<file path="src/rtl/cntr8_seq_if.sv">
// cntr8_seq_if: bundles the command/status signals of the cntr8 sequencer.
//   master modport : requester side (drives start/abort/load_val/inc_cnt,
//                    observes the counter strobes and status)
//   slave modport  : the sequencer itself
// Signals:
//   start, abort        request / cancel a sequence
//   load_val [WIDTH]    preload value captured on the accepting start edge
//   inc_cnt  [CNT_W]    number of increment pulses captured on the same edge
//   o_load, o_d_in      load strobe and data towards the counter
//   o_inc               increment enable towards the counter
//   busy, done, o_state status and debug outputs
interface cntr8_seq_if #(
    parameter int WIDTH = 8,
    parameter int CNT_W = 8
);
    logic             start;
    logic             abort;
    logic [WIDTH-1:0] load_val;
    logic [CNT_W-1:0] inc_cnt;
    logic             o_load;
    logic [WIDTH-1:0] o_d_in;
    logic             o_inc;
    logic             busy;
    logic             done;
    logic [1:0]       o_state;

    modport master (
        output start, abort, load_val, inc_cnt,
        input  o_load, o_d_in, o_inc, busy, done, o_state
    );

    modport slave (
        input  start, abort, load_val, inc_cnt,
        output o_load, o_d_in, o_inc, busy, done, o_state
    );
endinterface

</file>
<file path="src/rtl/cntr8_seq.sv">
// cntr8_seq: command sequencer for the cntr8 up-counter. One accepted start
// produces a single load pulse carrying the captured preload value, then the
// captured number of consecutive increment pulses, then a one-cycle done.
// Ports:
//   clk    system clock, rising edge
//   reset  synchronous active-high reset, highest priority
//   bus    cntr8_seq_if slave modport (start/abort/load_val/inc_cnt in,
//          o_load/o_d_in/o_inc/busy/done/o_state out, all registered)
module cntr8_seq #(
    parameter int WIDTH = 8,
    parameter int CNT_W = 8
) (
    input  logic        clk,
    input  logic        reset,
    cntr8_seq_if.slave  bus
);

    typedef enum logic [1:0] {
        ST_IDLE = 2'd0,
        ST_LOAD = 2'd1,
        ST_INC  = 2'd2,
        ST_DONE = 2'd3
    } state_t;

    state_t           state_r;
    state_t           next_state_s;
    logic [CNT_W-1:0] rem_r;
    logic [CNT_W-1:0] rem_nx_s;
    logic [WIDTH-1:0] d_in_r;
    logic [WIDTH-1:0] d_in_nx_s;

    logic             load_nx_s;
    logic             inc_nx_s;
    logic             busy_nx_s;
    logic             done_nx_s;

    logic             o_load_r;
    logic             o_inc_r;
    logic             busy_r;
    logic             done_r;
    logic [1:0]       o_state_r;

    // State register together with the captured count and preload value.
    always_ff @(posedge clk) begin
        if (reset) begin
            state_r <= ST_IDLE;
            rem_r   <= {CNT_W{1'b0}};
            d_in_r  <= {WIDTH{1'b0}};
        end else begin
            state_r <= next_state_s;
            rem_r   <= rem_nx_s;
            d_in_r  <= d_in_nx_s;
        end
    end

    // Next-state and datapath update; abort overrides every transition but
    // leaves the captured preload value untouched.
    always_comb begin
        next_state_s = state_r;
        rem_nx_s     = rem_r;
        d_in_nx_s    = d_in_r;
        if (bus.abort) begin
            next_state_s = ST_IDLE;
        end else begin
            case (state_r)
                ST_IDLE: begin
                    if (bus.start) begin
                        next_state_s = ST_LOAD;
                        rem_nx_s     = bus.inc_cnt;
                        d_in_nx_s    = bus.load_val;
                    end else begin
                        next_state_s = ST_IDLE;
                    end
                end
                ST_LOAD: begin
                    if (rem_r != {CNT_W{1'b0}}) begin
                        next_state_s = ST_INC;
                    end else begin
                        next_state_s = ST_DONE;
                    end
                end
                ST_INC: begin
                    // rem counts the increment cycles still owed including
                    // the current one, so rem==1 marks the last INC cycle.
                    rem_nx_s = rem_r - CNT_W'(1);
                    if (rem_r == CNT_W'(1)) begin
                        next_state_s = ST_DONE;
                    end else begin
                        next_state_s = ST_INC;
                    end
                end
                ST_DONE: begin
                    next_state_s = ST_IDLE;
                end
                default: begin
                    next_state_s = ST_IDLE;
                end
            endcase
        end
    end

    // Moore output decode of the upcoming state, so the registered outputs
    // line up with the state they describe.
    always_comb begin
        load_nx_s = 1'b0;
        inc_nx_s  = 1'b0;
        busy_nx_s = 1'b0;
        done_nx_s = 1'b0;
        case (next_state_s)
            ST_IDLE: begin
                load_nx_s = 1'b0;
            end
            ST_LOAD: begin
                load_nx_s = 1'b1;
                busy_nx_s = 1'b1;
            end
            ST_INC: begin
                inc_nx_s  = 1'b1;
                busy_nx_s = 1'b1;
            end
            ST_DONE: begin
                done_nx_s = 1'b1;
            end
            default: begin
                load_nx_s = 1'b0;
            end
        endcase
    end

    // Output registers.
    always_ff @(posedge clk) begin
        if (reset) begin
            o_load_r  <= 1'b0;
            o_inc_r   <= 1'b0;
            busy_r    <= 1'b0;
            done_r    <= 1'b0;
            o_state_r <= 2'd0;
        end else begin
            o_load_r  <= load_nx_s;
            o_inc_r   <= inc_nx_s;
            busy_r    <= busy_nx_s;
            done_r    <= done_nx_s;
            o_state_r <= next_state_s;
        end
    end

    assign bus.o_load  = o_load_r;
    assign bus.o_inc   = o_inc_r;
    assign bus.busy    = busy_r;
    assign bus.done    = done_r;
    assign bus.o_state = o_state_r;
    assign bus.o_d_in  = d_in_r;

endmodule

</file>
<file path="src/flat_wrapper.sv">
// flat-port wrapper written by rule: the top's interface ports become plain ports
module cntr8_seq_flat 
#(
    parameter int WIDTH = 8,
    parameter int CNT_W = 8
)
  (clk, reset, bus_start, bus_abort, bus_load_val, bus_inc_cnt, bus_o_load, bus_o_d_in, bus_o_inc, bus_busy, bus_done, bus_o_state);
  cntr8_seq_if #(.WIDTH(WIDTH), .CNT_W(CNT_W)) bus_i ();
  input  logic clk;
  input  logic reset;
  input wire logic [$bits(bus_i.start)-1:0] bus_start;
  input wire logic [$bits(bus_i.abort)-1:0] bus_abort;
  input wire logic [$bits(bus_i.load_val)-1:0] bus_load_val;
  input wire logic [$bits(bus_i.inc_cnt)-1:0] bus_inc_cnt;
  output wire logic [$bits(bus_i.o_load)-1:0] bus_o_load;
  output wire logic [$bits(bus_i.o_d_in)-1:0] bus_o_d_in;
  output wire logic [$bits(bus_i.o_inc)-1:0] bus_o_inc;
  output wire logic [$bits(bus_i.busy)-1:0] bus_busy;
  output wire logic [$bits(bus_i.done)-1:0] bus_done;
  output wire logic [$bits(bus_i.o_state)-1:0] bus_o_state;
  assign bus_i.start = bus_start;
  assign bus_i.abort = bus_abort;
  assign bus_i.load_val = bus_load_val;
  assign bus_i.inc_cnt = bus_inc_cnt;
  assign bus_o_load = bus_i.o_load;
  assign bus_o_d_in = bus_i.o_d_in;
  assign bus_o_inc = bus_i.o_inc;
  assign bus_busy = bus_i.busy;
  assign bus_done = bus_i.done;
  assign bus_o_state = bus_i.o_state;
  cntr8_seq #(.WIDTH(WIDTH), .CNT_W(CNT_W)) u_core (.clk(clk), .reset(reset), .bus(bus_i));
endmodule
</file>
<file path="config.mk">
export PLATFORM = sky130hd
export DESIGN_NAME = cntr8_seq_flat
export DESIGN_NICKNAME = d
export VERILOG_FILES = /design/src/rtl/cntr8_seq_if.sv /design/src/rtl/cntr8_seq.sv /design/src/flat_wrapper.sv
export SDC_FILE = /design/constraint.sdc
export NUM_CORES = 1
export LEC_CHECK = 0
export CAP_MARGIN = 20
export CORE_MARGIN = 5
export CORE_UTILIZATION = 26
export DETAILED_ROUTE_END_ITERATION = 12
export PLACE_DENSITY_LB_ADDON = 0.08
export SYNTH_ARGS = -nofsm -noshare
export SYNTH_HDL_FRONTEND = slang
export SYNTH_SLANG_ARGS = --single-unit
</file>
<file path="constraint.sdc">
create_clock -name clk -period 2.3 [get_ports clk]
set_input_delay 0.46 -clock clk [delete_from_list [all_inputs] [get_ports clk]]
set_output_delay 0.46 -clock clk [all_outputs]
set_load 0.01 [all_outputs]
</file>
# Word level (Yosys, flattened, before mapping)
# Index checks and enable logic that the tools add are counted.
[totals]
regBits = 22
latch_bits = 0
ramBits = 0
romBits = 0
input_bits = 20
output_inout_bits = 14
wordCells = 34
n_memories = 0
[classes]
n_addsub = 1
multipliers = 0
div_mod_pow = 0
magnitude_cmp = 0
n_eq_ne = 8
n_shift = 0
mux = 11
bitwise_logic = 1
n_reduce_logical = 6
[ops]
columns = ["operator", "n"]
rows = [
  ["8-bit one-hot mux with 2 select lines", 1],
  ["2-bit equality test, second input constant", 4],
  ["8-bit by 1-bit equality test with 1-bit output, second input constant", 1],
  ["8-bit 2-to-1 mux", 1],
  ["2-bit one-hot mux with 4 select lines", 1],
  ["8-bit nonzero test", 1],
  ["8-bit by 1-bit subtractor with 8-bit output, second input constant", 1],
  ["1-bit 2-to-1 mux", 7],
  ["3-bit AND reduction", 2],
  ["2-bit by 1-bit equality test with 1-bit output, second input constant", 2],
  ["2-bit logical NOT", 1],
  ["2-bit 2-to-1 mux", 1],
  ["2-bit inequality test, second input constant", 1],
  ["2-bit nonzero test", 1],
  ["2-bit OR reduction", 1],
  ["1-bit NOT", 1],
]

# Logic depth before layout (Yosys ltp)
# Gate-level depths: netlist of run 1.
[logic_depth]
ltp_word = 7
depth_mapped = 8

# Least setup slack after synthesis of run 1
# Ideal clock, no wire load.
[synth_path]
kind = "register to register"
startpoint = "register, netlist name u_core.bus.o_state[0]"
endpoint = "register u_core.o_load_r (netlist: u_core.bus.o_load)"
arrival_time_ns = 1.422
required_time_ns = 2.171
setup_slack_ns = 0.749
path_stages_with_launch = 9
path_buffers = 0
path_cell_list = "dfxtp_1 > inv_1 > ha_1 > a22o_1 > nand3_1 > a21o_1 > inv_1 > ha_1 > nor2b_1"
[synth_rtl]
columns = ["element", "line", "text"]
rows = [
  ["end signal: assignment", "cntr8_seq.sv:139", "o_load_r <= load_nx_s;"],
  ["end: declaration", "cntr8_seq.sv:37", "logic o_load_r;"],
]

==> qor.txt, run 1 <==
CP cell instances: inv_1 > ha_1 > a22o_1 > nand3_1 > a21o_1 > inv_1 > ha_1 > nor2b_1
Largest net degree at the start of global routing: 24
Core box area: 4090 sq um
Number of max-slew violations in the final report: 0
FF/Latch Area: 440 sq um
Footprint of the multi-input gates: 622 sq um
Pre-CTS setup slack: 0.441 ns
RR Startpoint: u_core.bus.o_state[0]
I/O Pins: 34
Syn Nets: 158
Register area share after synthesis: 39.6%
Critical Path Max Stage Delay: 0.36 ns
Via count: 976
Hold EP: u_core.bus.o_d_in[6]
EDFF count, synth: 0
R2r worst-path depth: 8
GR Overflow Total: 0
Final ANT Viol Nets: 0
Synth Instances: 129
Mapped cell area: 1110 sq um
Clk root buf: clkbuf_8
First-pass GRT wire length: 4510 microns
Flops & latches, synth: 22
Ratio of cells with drive above 1 in the final layout: 8.59%
RSZ-0062 raised after global routing: false
Setup Skew: 0.00277 ns
Clock-pin slew on the worst setup and hold paths: 0.08 ns
Hold slack: 0.458 ns
WP data arrival: 1.85 ns
# H-tree levels: 1
Drt wl/cell: 12.5 microns
# setup viols final: 0
Setup bufs post-CTS: 0
Max-slew headroom: 64.7%
Post-route minimum period: 1.71 ns
Avg Vias per Cell: 4.58
Vias in the first global route: 986
Post-layout nets: 193
Post-DP HPWL: 2020 microns
Die height: 75.4 microns
Max_cap viols: 0
Synth Flop Type: dfxtp_1
Die width: 75.4 microns
Row Count: 23
Post-route cell area: 1550 sq um
Max IR drop VDD: 263 uV
Critical Path RT: 2.45 ns
Crit-path slowest cell: dfxtp_1
Placer Congestion: 0.766
# resized after CTS: 0
PD cells: 550 nW/um^2
Synth cell types: 34
N_diodes: 0
CP Class: flop to flop
Reg2Reg Setup Slack: 0.59 ns
Total Wirelength: 2670 microns
Element type at the critical path start: flop
Mean post-synth cell area: 8.62 sq um
Hold/Removal Path Class: flop to flop
FILL cells: 429
CTS max path bufs: 2
Drc violations: 0
Top Family by Delay on Critical Path: adder cells
HP Start: u_core.bus.o_d_in[6]
Fin crit share: 74.2%
Crit path from: u_core.bus.o_state[0]
Fmax achieved: 586 MHz
CTS buffer count: 3
Status: completed
DR iter-0 viols: 33
Hold Fails Final Rpt: 0
Crit path max fanout: 8
Setup TNS: 0 ns
Synth-to-layout area growth: 39.5%
Hold buffers post-CTS: 0
Crit path buf inv count: 2
Ys Warns: 0
Reg-to-reg critical path endpoint: u_core.bus.done
Die area: 5690 sq um
CTS tree: done
Antenna violations before repair: 0
CP endpoint kind: flop
Hold Path Depth: 2
Initial Util: 27.2%
Setup ws final: 0.594 ns
Slew @ Worst Pin: 0.528 ns
DR pass1 iterations: 4
Core Util, Final: 38.0%
Clock latency on the worst-skew pair: 0.26 ns
GRT Total Usage: 10.1%
Pleak: 0.586 nW
I/O Buffers: 33
Post-synth ARST share: 0%
Placed cell areas: 1500 sq um
Num Clock Sinks: 22
## cell usage in the layout (no fill, tap or decap), types with 4 or more instances in the layout
cell type | Yosys | layout
dfxtp_1 | 22 | 22
a21oi_1 | 15 | 15
nor2_1 | 5 | 5
nand2_1 | 19 | 19
nand2b_1 | 4 | 4
clkdlybuf4s50_1 | 0 | 33
ha_1 | 9 | 9
clkbuf_8 | 0 | 4
inv_1 | 7 | 7
o21ai_0 | 6 | 6
nor2b_1 | 7 | 7
## routing by layer
metal / wire length, microns / GRT usage (%) / vias to the layer above
li1: - / - / 506
met1: 1260 / 13.5 / 449
met2: 1260 / 16.4 / 19
met3: 138 / 2.77 / 2
met4: 13 / 2.14 / 0
met5: 0 / 0 / -
## layout make-up
class	count	share of cell area [%]
clock buffers	4	3.55
inverters	7	1.69
multi-input cells	95	40.1
flip-flops and latches	22	28.4
well taps	50	4.03
repair buffers	35	22.3
## registers in the layout (all words and copies together), names as in the netlist
| register | cells |
|---|---|
| u_core.rem_r | 8 |
| u_core.bus.o_load | 1 |
| u_core.bus.busy | 1 |
| u_core.bus.o_d_in | 8 |
| u_core.bus.done | 1 |
| u_core.bus.o_state | 2 |
| u_core.bus.o_inc | 1 |
## Yosys cell counts, types with 2 or more instances
cell type	n	area (sq um)
mux2i_1	2	20.0
inv_1	7	26.3
a21o_1	2	15.0
ha_1	9	113
nand2b_1	4	25.0
nor3_1	3	15.0
o32ai_1	2	17.5
a21oi_1	15	75.1
nor2_1	5	18.8
dfxtp_1	22	440
nand2_1	19	71.3
o21ai_1	2	10.0
nor2b_1	7	43.8
and3_1	2	12.5
a211oi_1	2	15.0
clkbuf_1	3	11.3
o21ai_0	6	30.0
## stage by stage
| step | std cells | total power, mW |
|---|---|---|
| floorplan | 129 | 0.506 |
| global placement | 209 | 0.582 |
| detailed placement | 209 | 0.584 |
| CTS | 213 | 0.871 |
| global route | 213 | 0.904 |
| finish | 213 | 0.853 |
## how the worst max path moves through the flow
stage	cells after the start	to	slack, ns
2_1_floorplan	8	u_core.bus.o_load	0.75
3_3_place_gp	5	u_core.bus.o_d_in[0]	0.49
3_5_place_dp	5	u_core.rem_r[4]	0.44
4_1_cts	8	u_core.bus.done	0.56
5_1_grt	8	u_core.bus.o_load	0.44
6_report	8	u_core.bus.done	0.59
## cells by family after synthesis
family	after synthesis	share of synthesized area, %
AOI/OAI and AO/OA	36	20.5
adders and majority gates	9	10.1
buffers and inverters	12	4.50
DFF	22	39.6
muxes	3	2.81
and+or+nand+nor	47	22.5
## report_power, final
part           leakage, nW  switching, mW  internal [mW]
Clock               0.0288          0.128          0.153
Sequential           0.180         0.0154          0.399
Combinational        0.377         0.0719         0.0856
## worst min-delay path, delay by kind of cell (launching register included)
kind / cells / cell delay, ns
AO/OA/AOI/OAI: 1 / 0.05
flip-flops: 1 / 0.32
AND/OR/NAND/NOR: 1 / 0.05
Power figures use the tool's default switching activity.
==> inputs of run 2 (changes only) <==
clock period = 1.6 ns   (was 2.3 ns; I/O delays follow)
==> run 2 against run 1 <==
Wire length rose by 1.8%. Final area up 6.1%. Global-route usage grew 0.43 points. Non-clock buffer count is 7 higher. Power is 61% higher. Register-to-register slack worse by 0.49 ns. Clock skew rose by 0.0014 ns. Hold slack is essentially flat. Sequential share of layout area is 1.3 points lower. Sequential cell count unchanged. Highest routed layer unchanged.
==> qor.txt, run 2 (same netlist as run 1, synthesis figures left out) <==
DR pass1 iterations: 4 (unchanged)
Row Count: 23 (unchanged)
Largest net degree at the start of global routing: 24 (unchanged)
I/O Pins: 34 (unchanged)
Hold/Removal Path Class: flop to flop
Comb power frac: 18.4% (about the same)
Slew @ Worst Pin: 0.355 ns (-0.173 ns)
Die height: 75.4 microns (unchanged)
Drc violations: 0 (unchanged)
WP data arrival: 1.67 ns (-0.18 ns)
Antenna violations before repair: 0 (unchanged)
Clock latency on the worst-skew pair: 0.27 ns (about the same)
CP Class: flop to flop
Top Family by Delay on Critical Path: compound AO/OA/AOI/OAI gates
Post-route minimum period: 1.50 ns (-0.209 ns)
Die width: 75.4 microns (unchanged)
Net Sw Frac: 23.6% (-1.6 points)
CP cell instances: inv_1 > ha_2 > a22o_1 > nand3_1 > a21o_1 > inv_2 > ha_1 > nor2b_1
PD cells: 836 nW/um^2 (+52%)
Number of max-slew violations in the final report: 0 (unchanged)
GRT Total Usage: 10.5% (+0.43 points)
HP Start: u_core.bus.o_d_in[2]
Crit path max fanout: 4 (-4)
Commonest non-fill, non-tap cells in the layout: clkdlybuf4s50_1, nand2_1, dfxtp_1
Post-route cell area: 1650 sq um (+6.1%)
FILL cells: 417 (-2.8%)
First-pass GRT wire length: 4610 microns (+2.1%)
Ratio of cells with drive above 1 in the final layout: 18.2% (+9.6 points)
CTS buffer count: 3 (unchanged)
Die area: 5690 sq um (unchanged)
Hold Fails Final Rpt: 0 (unchanged)
Pleak: 0.630 nW (+7.5%)
Fin crit share: 93.6% (+19 points)
Reg-to-reg critical path endpoint: u_core.bus.done
Max IR drop VDD: 323 uV (+23%)
Most common cell after layout, fill and taps aside: clkdlybuf4s50_1
GR Overflow Total: 0 (unchanged)
Setup TNS: 0 ns (unchanged)
# H-tree levels: 1 (unchanged)
Critical Path Max Stage Delay: 0.33 ns (-0.03 ns)
Clock-pin slew on the worst setup and hold paths: 0.09 ns (about the same)
I/O Buffers: 33 (unchanged)
Hold slack: 0.458 ns (+0.000166 ns)
Fmax achieved: 668 MHz (+14%)
Clk root buf: clkbuf_8
Max-slew headroom: 76.1% (+11 points)
Clock share of power: 38.4% (+5.5 points)
Via count: 988 (+1.2%)
Core box area: 4090 sq um (unchanged)
Hold Path Depth: 2 (unchanged)
Setup bufs post-CTS: 0 (unchanged)
Max_cap viols: 0 (unchanged)
Placer Congestion: 0.730 (-4.7%)
Sequential Power Share: 43.1% (-5.5 points)
CTS max path bufs: 2 (unchanged)
Crit path buf inv count: 2 (unchanged)
Setup Skew: 0.00420 ns (+0.00143 ns)
Internal Pwr Total: 1.05 mW (+65%)
Final ANT Viol Nets: 0 (unchanged)
Vias in the first global route: 993 (+0.71%)
Post-DP HPWL: 2060 microns (+1.9%)
Avg Vias per Cell: 4.49 (-2.0%)
Synth-to-layout area growth: 48.0%
CTS tree: done
Total Wirelength: 2720 microns (+1.8%)
DR iter-0 viols: 51 (+55%)
Element type at the critical path start: flop
N_diodes: 0 (unchanged)
Crit-path slowest cell: dfxtp_2
Num Clock Sinks: 22 (unchanged)
Switching pwr: 0.325 mW (+51%)
Status: completed
Drt wl/cell: 12.4 microns (-1.4%)
R2r worst-path depth: 8 (unchanged)
RSZ-0062 raised after global routing: true
CP endpoint kind: flop
Hold EP: u_core.bus.o_d_in[2]
Reg2Reg Setup Slack: 0.10 ns (-0.49 ns)
Critical Path RT: 1.77 ns (-0.68 ns)
Initial Util: 27.2% (unchanged)
# setup viols final: 0 (unchanged)
Placed cell areas: 1560 sq um (+4.3%)
RR Startpoint: u_core.rem_r[1]
Post-layout nets: 200 (+3.6%)
[run 2: worst register-to-register path, cell delays in order, from the launching register on]
cell	delay, ns
dfxtp_2	0.33
inv_1	0.07
ha_2	0.18
a22o_1	0.22
nand3_1	0.08
a21o_1	0.17
inv_2	0.05
ha_1	0.18
nor2b_1	0.12
[run 2: power groups by stage]
stage               Sequential [mW]  Clock [mW]  Combinational (mW)
floorplan                     0.613           0               0.115
global placement              0.605           0               0.251
detailed placement            0.606           0               0.255
CTS                           0.593       0.558               0.255
global route                  0.598       0.577               0.284
finish                        0.594       0.529               0.254
[run 2: area by class of cell]
type | instances | area [sq um] | area share, %
inverters | 7 | 26.3 | 1.60
clock inverters | 1 | 30.0 | 1.82
well taps | 50 | 62.6 | 3.80
multi-input cells | 95 | 631 | 38.3
clock buffers | 3 | 41.3 | 2.51
flip-flops and latches | 22 | 445 | 27.1
repair buffers | 42 | 410 | 24.9
[run 2: timing repair]
action / CTS / global route
gates resized for setup: 0 / 10
endpoints found under the setup margin: 0 / 8
hold buffers: 0 / 0
[run 2: worst max-delay path by stage]
stage | startpoint | endpoint | slack (ns) | cells past startpoint
6_report | u_core.rem_r[1] | u_core.bus.done | 0.10 | 8
5_1_grt | u_core.rem_r[1] | u_core.bus.busy | -0.007 | 7
4_1_cts | u_core.rem_r[0] | u_core.bus.done | 0.004 | 8
3_5_place_dp | bus_abort | u_core.bus.busy | -0.005 | 5
3_3_place_gp | bus_abort | u_core.bus.busy | -0.003 | 5
2_1_floorplan | u_core.bus.o_state[0] | u_core.bus.o_load | 0.05 | 8
[run 2: per-stage QoR]
stage	utilization, %	setup WS (ns)	std cells	power, mW
5_1_grt	40.3	-0.00733	220	1.46
4_1_cts	40.0	0.00370	220	1.41
2_1_floorplan	-	0.0488	129	0.728
6_report	40.3	0.103	220	1.38
3_5_place_dp	38.2	-0.00508	216	0.860
3_3_place_gp	38.2	-0.00287	216	0.856
[run 2: layer usage]
| metal | GRT usage, % | wire length (microns) | vias up | share of wire (%) |
|---|---|---|---|---|
| li1 | - | - | 524 | - |
| met1 | 13.5 | 1250 | 446 | 46 |
| met2 | 17.7 | 1320 | 16 | 49 |
| met3 | 1.58 | 124 | 2 | 4.6 |
| met4 | 4.08 | 21 | 0 | 0.77 |
| met5 | 0 | 0 | - | 0 |
